$ cat src/rtl/muldiv_sequencer.sv
// Iterative multiply/divide engine: shift-add multiply and restoring divide,
// one step per clock over WIDTH cycles, launched by start and reported by done.
module muldiv_sequencer #(
    parameter int unsigned WIDTH = 32,
    parameter int unsigned CNT_W = 5
) (
    input  logic             clk,
    input  logic             reset,
    input  logic             start,
    input  logic [1:0]       op,
    input  logic [WIDTH-1:0] a,
    input  logic [WIDTH-1:0] b,
    output logic             busy,
    output logic             done,
    output logic [WIDTH-1:0] result_lo,
    output logic [WIDTH-1:0] result_hi,
    output logic             div_by_zero
);

    localparam int unsigned PW = 2 * WIDTH;

    localparam logic [1:0] OP_MUL   = 2'b00;
    localparam logic [1:0] OP_UMULL = 2'b01;
    localparam logic [1:0] OP_SMULL = 2'b10;
    localparam logic [1:0] OP_UDIV  = 2'b11;

    localparam logic [2:0] S_IDLE = 3'd0;
    localparam logic [2:0] S_PREP = 3'd1;
    localparam logic [2:0] S_RUN  = 3'd2;
    localparam logic [2:0] S_FIX  = 3'd3;
    localparam logic [2:0] S_DONE = 3'd4;

    logic [2:0]       r_state;
    logic [2:0]       w_state_nx;
    logic [1:0]       r_op;
    logic [WIDTH-1:0] r_a;
    logic [WIDTH-1:0] r_b;
    logic             r_neg;
    logic [CNT_W-1:0] r_cnt;
    logic [PW-1:0]    r_prod;
    logic             r_busy;
    logic             r_done;
    logic [WIDTH-1:0] r_lo;
    logic [WIDTH-1:0] r_hi;
    logic             r_dbz;

    logic             w_signed;
    logic [WIDTH-1:0] w_a_mag;
    logic [WIDTH-1:0] w_b_mag;
    logic             w_neg;
    logic             w_div0;
    logic [WIDTH:0]   w_add;
    logic [PW-1:0]    w_mul_next;
    logic [WIDTH:0]   w_rem_sh;
    logic [WIDTH:0]   w_diff;
    logic [PW-1:0]    w_div_next;
    logic [PW-1:0]    w_fix;

    // Operand conditioning for PREP: magnitudes and product sign for SMULL
    assign w_signed = (r_op == OP_SMULL);
    assign w_a_mag  = (w_signed && r_a[WIDTH-1]) ? WIDTH'(-r_a) : r_a;
    assign w_b_mag  = (w_signed && r_b[WIDTH-1]) ? WIDTH'(-r_b) : r_b;
    assign w_neg    = w_signed && (r_a[WIDTH-1] ^ r_b[WIDTH-1]);
    assign w_div0   = (r_op == OP_UDIV) && (r_b == '0);

    // Shift-add step: multiplier sits in the low half and shifts out as the sum shifts in
    assign w_add      = r_prod[0] ? ({1'b0, r_prod[PW-1:WIDTH]} + {1'b0, r_a})
                                  : {1'b0, r_prod[PW-1:WIDTH]};
    assign w_mul_next = {w_add, r_prod[WIDTH-1:1]};

    // Restoring step: remainder in the high half, dividend/quotient in the low half
    assign w_rem_sh   = r_prod[PW-1:WIDTH-1];
    assign w_diff     = w_rem_sh - {1'b0, r_b};
    assign w_div_next = w_diff[WIDTH] ? {r_prod[PW-2:0], 1'b0}
                                      : {w_diff[WIDTH-1:0], r_prod[WIDTH-2:0], 1'b1};

    // Final sign correction of the full double-width product
    assign w_fix = r_neg ? PW'(-r_prod) : r_prod;

    // State register
    always_ff @(posedge clk) begin
        if (reset) r_state <= S_IDLE;
        else       r_state <= w_state_nx;
    end

    // Next-state logic
    always_comb begin
        w_state_nx = r_state;
        case (r_state)
            S_IDLE:  if (start) w_state_nx = S_PREP;
            S_PREP:  w_state_nx = w_div0 ? S_DONE : S_RUN;
            S_RUN:   if (r_cnt == '0) w_state_nx = S_FIX;
            S_FIX:   w_state_nx = S_DONE;
            S_DONE:  w_state_nx = S_IDLE;
            default: w_state_nx = S_IDLE;
        endcase
    end

    // Status outputs registered from the next state so they align with the state
    always_ff @(posedge clk) begin
        if (reset) begin
            r_busy <= 1'b0;
            r_done <= 1'b0;
        end else begin
            r_busy <= (w_state_nx != S_IDLE);
            r_done <= (w_state_nx == S_DONE);
        end
    end

    // Operand capture, iteration datapath and result registers
    always_ff @(posedge clk) begin
        if (reset) begin
            r_op   <= OP_MUL;
            r_a    <= '0;
            r_b    <= '0;
            r_neg  <= 1'b0;
            r_cnt  <= '0;
            r_prod <= '0;
            r_lo   <= '0;
            r_hi   <= '0;
            r_dbz  <= 1'b0;
        end else begin
            case (r_state)
                S_IDLE: begin
                    if (start) begin
                        r_op  <= op;
                        r_a   <= a;
                        r_b   <= b;
                        r_dbz <= 1'b0;
                    end
                end
                S_PREP: begin
                    r_a    <= w_a_mag;
                    r_neg  <= w_neg;
                    r_cnt  <= CNT_W'(WIDTH - 1);
                    r_prod <= (r_op == OP_UDIV) ? {{WIDTH{1'b0}}, r_a}
                                                : {{WIDTH{1'b0}}, w_b_mag};
                    if (w_div0) begin
                        r_lo  <= '1;
                        r_hi  <= r_a;
                        r_dbz <= 1'b1;
                    end
                end
                S_RUN: begin
                    r_cnt  <= r_cnt - CNT_W'(1);
                    r_prod <= (r_op == OP_UDIV) ? w_div_next : w_mul_next;
                end
                S_FIX: begin
                    r_lo <= w_fix[WIDTH-1:0];
                    r_hi <= w_fix[PW-1:WIDTH];
                end
                default: ;
            endcase
        end
    end

    assign busy        = r_busy;
    assign done        = r_done;
    assign result_lo   = r_lo;
    assign result_hi   = r_hi;
    assign div_by_zero = r_dbz;

endmodule

$ cat config.mk
export PLATFORM = sky130hd
export DESIGN_NAME = muldiv_sequencer
export DESIGN_NICKNAME = d
export VERILOG_FILES = /design/src/rtl/muldiv_sequencer.sv
export SDC_FILE = /design/constraint.sdc
export NUM_CORES = 1
export LEC_CHECK = 0
export BUFFER_PORTS_ARGS = -buffer_cell sky130_fd_sc_hd__buf_4
export CORE_ASPECT_RATIO = 0.75
export CORE_MARGIN = 1
export CORE_UTILIZATION = 50
export DETAILED_ROUTE_END_ITERATION = 16
export HOLD_SLACK_MARGIN = 0.03
export PLACE_DENSITY = 0.79
export SLEW_MARGIN = 40
export SYNTH_ARGS = -nofsm -noshare
export SYNTH_HDL_FRONTEND = slang
export SYNTH_SLANG_ARGS = --single-unit
$ cat constraint.sdc
create_clock -name clk -period 3.7 [get_ports clk]
set_input_delay 0.555 -clock clk [delete_from_list [all_inputs] [get_ports clk]]
set_output_delay 0.555 -clock clk [all_outputs]
set_load 0.05 [all_outputs]
==> flow_metrics.py <==
metrics = {
    "run_status": {
        "outcome": "complete, no violations",
    },
    "sta": {
        "max_freq_mhz": 284,
        "setup_viol": 0,
        "worst_slack_ps": 180,
        "tightest_slew_ps": 819,
        "layout_min_cycle_time_ps": 3520,
        "finalMaxSlewViolations": 0,
        "finalSetupTns_ps": 0,
        "final.setup_skew_ps": 24.5,
        "fin_crit_sh_pct": 95.1,
        "final_hold_viol_count": 0,
        "slew_headroom_pct": 45.4,
    },
    "grt": {
        "gr-usage-all-layers_pct": 36.1,
        "grt_max_degree": 96,
        "first_global_vias": 15000,
        "grt_pass1_wl_um": 88000,
        "grt-ovfl-total": 0,
        "antenna_found_initial": 3,
    },
    "logic_synthesis": {
        "synth_ff_type": "dfxtp_1",
        "synth_top_cell_area_share_pct": 27.1,
        "ys_ff_latch": 206,
        "syn_inst": 2056,
        "syn-num-nets": 2195,
        "synth-edff-count": 0,
        "synth_area_leaders": "dfxtp_1 (27%), nand2_1 (6.6%), a21oi_1 (6.4%)",
        "yosysWarnings": 0,
        "synth_seq_area_share_pct": 27.1,
        "synth_cell_types": 69,
        "syn-cell-area_um2": 15200,
        "ys_async_sr_fraction_pct": 0,
        "avgSynthCellArea_um2": 7.39,
        "synth.largest_area_cell": "dfxtp_1",
    },
    "worst_setup_path": {
        "cp-end-kind": "register",
        "critPathLaunchType": "register",
        "crit_chain": "inv_1 -> ha_1 -> fa_1 -> nand2b_1 -> a21oi_1 -> o2111ai_2 -> a31o_2 -> a21oi_2 -> o21ai_2 -> xnor2_2 -> buf_4 -> mux2_2 -> o21ai_0",
        "reg2reg_slack_ps": 180,
        "reg2reg_depth": 13,
        "path_class": "register to register",
        "crit_fanout": 8,
        "cp.required_ps": 4140,
        "r2r-end": "r_prod[32]",
        "worstPathArrival_ps": 3970,
        "crit_slowest_cell": "dfxtp_1",
        "reg2reg_from": "r_prod[31]",
        "slowest_delay_ps": 400,
    },
    "power_and_ir_drop": {
        "leakage_uw": 0.00703,
        "power_density_nw_per_um2": 405,
        "p_clk_share_pct": 33.0,
        "p_sw_share_pct": 36.8,
        "combPwrFrac_pct": 31.2,
        "sequentialPowerShare_pct": 35.8,
        "cellInternalPower_uw": 4550,
        "irDropWorstVdd_v": 0.000329,
        "switching_power_uw": 2650,
    },
    "cts": {
        "cts_root_buffer": "clkbuf_16",
        "post-cts-setup-buffer-count": 0,
        "clock_latency_ps": 540,
        "cts_tree": "yes",
        "postCtsHoldBufs": 0,
        "cts_sinks": 206,
        "clockBufferDepth": 3,
        "clkSlewWorstSetupHoldPaths_ps": 70,
        "cts_htree_levels": 1,
        "cts_buffers": 23,
    },
    "placement": {
        "globalplace.congestion": 1.03,
        "pre_cts_slack_ps": -26.8,
        "dp_hpwl_um": 44400,
        "dpl.cell_count": 2532,
        "io_buffers": 135,
    },
    "floorplan": {
        "rows": 54,
        "die_x_um": 203,
        "dieArea_um2": 31100,
        "core_area_um2": 29500,
        "initial_utilization_pct": 51.6,
        "die_h_um": 153,
        "pin_count": 136,
    },
    "finish": {
        "fillers": 2695,
        "multi_input_area_um2": 10300,
        "layout.cells.non_filler": 2577,
        "area_delta_synth_final_pct": 17.0,
        "seqCellArea_um2": 4130,
        "nets": 2304,
        "drive_gt1_share_pct": 14.5,
    },
    "drt": {
        "vias_per_cell": 6.47,
        "drtPass1Iterations": 6,
        "routed_wl_um": 58100,
        "route.detailed.drc": 0,
        "num_vias": 16700,
        "drtIter0Drc": 2134,
        "antenna_left": 0,
        "wire_per_inst_um": 22.5,
    },
    "hold_path": {
        "hold_path_startpoint": "b[20]",
        "holdPathStages": 3,
        "whs_endpoint": "r_b[20]",
        "hold_path.class": "primary input to register",
    },
    "job": {
        "cap_viol_max_count": 0,
    },
}
[critical path, delay by kind of cell (launching register included)]
kind,cells,cell delay [ps]
AND/OR/NAND/NOR,1,190
flip-flops,1,400
XOR/XNOR,1,190
buffers and inverters,2,340
multiplexers,1,350
AO/OA/AOI/OAI,6,1320
adder cells (fa/ha/maj),2,630
[metrics by stage]
| stage | area, µm² | total power (µW) | hold WS (ps) | util (%) |
|---|---|---|---|---|
| floorplan | 15200 | 3980 | 436 | - |
| global placement | 17000 | 4740 | 442 | 57.6 |
| detailed placement | 17000 | 4770 | 447 | 57.6 |
| CTS | 17700 | 7120 | 257 | 60.2 |
| global route | 17800 | 7460 | 281 | 60.3 |
| finish | 17800 | 7200 | 265 | 60.3 |
[cell families after synthesis]
logic type / count (synthesis) / share of synthesized area, %
xor+xnor: 141 / 8.13
fa+ha+maj: 70 / 5.86
simple gates: 700 / 20.8
flops: 206 / 27.1
compound gates: 676 / 29.4
mux: 50 / 3.31
buf+inv: 213 / 5.39
[cell type report]
cell class,count,area share [%]
Inverter,57,1.20
Clock buffer,31,3.63
Tap cell,392,2.76
Multi-Input combinational cell,1637,58.1
Timing Repair Buffer,240,10.3
Sequential cell,206,23.2
Clock inverter,11,0.669
Antenna cell,3,0.0422
[sequential cells by signal, indices dropped and copies added (netlist names), 2 cells and up]
| signal | flops |
|---|---|
| r_prod | 64 |
| r_b | 32 |
| result_lo | 32 |
| r_op | 2 |
| r_state | 3 |
| r_cnt | 5 |
| r_a | 32 |
| result_hi | 32 |
[cells in the mapped netlist, types with 20 or more instances]
library cell / n
nand2_1: 269
nor2_1: 225
dfxtp_1: 206
a21oi_1: 193
clkbuf_1: 143
o21ai_0: 112
a211oi_1: 99
xnor2_1: 95
ha_1: 68
inv_1: 57
mux2i_1: 48
xor2_1: 46
o221ai_1: 42
a311oi_1: 34
nor3_1: 33
o31ai_1: 32
a21o_1: 31
nand3_1: 27
or3_1: 25
nor4_1: 20
[power groups by stage]
stage	Combinational [µW]	Clock (µW)	Sequential, µW
CTS	2170	2380	2560
global route	2410	2460	2590
finish	2250	2370	2580
detailed placement	2160	0	2610
floorplan	1380	0	2600
global placement	2130	0	2600
[per-layer routing]
metal | up-vias | wire length, µm | GRT usage [%]
li1 | 7721 | - | -
met3 | 117 | 7510 | 9.89
met4 | 2 | 1770 | 11.0
met2 | 983 | 22700 | 49.4
met1 | 7862 | 26100 | 54.0
met5 | - | 16 | 0
[cell usage in the layout, fill, tap and decap left out, types with 25 or more instances in the layout]
cell,Yosys,final
a21oi_1,193,192
o221ai_1,42,42
nor2_1,225,222
a211oi_1,99,99
mux2i_1,48,48
a311oi_1,34,34
o21ai_0,112,111
o31ai_1,32,32
nor3_1,33,33
nand3_1,27,27
ha_1,68,68
inv_1,57,57
dfxtp_1,206,205
nand2_1,269,267
a21o_1,31,31
or3_1,25,25
xnor2_1,95,94
xor2_1,46,46
buf_4,0,235
[worst max-delay path by stage]
| stage | depth (start not counted) | from | end | slack [ps] |
|---|---|---|---|---|
| after floorplan | 13 | r_prod[31] | r_prod[38] | 130 |
| after global placement | 13 | r_prod[31] | r_prod[55] | 150 |
| after detailed placement | 13 | r_prod[31] | r_prod[42] | -30 |
| after CTS | 13 | r_prod[31] | r_prod[42] | 60 |
| after global routing | 13 | r_prod[31] | r_prod[45] | -10 |
| final | 13 | r_prod[31] | r_prod[32] | 180 |
[repair_timing]
action                     CTS  global route
resized for setup            1             6
gates cloned                 0             0
setup endpoints to repair    8            33
Power figures use the tool's default switching activity.
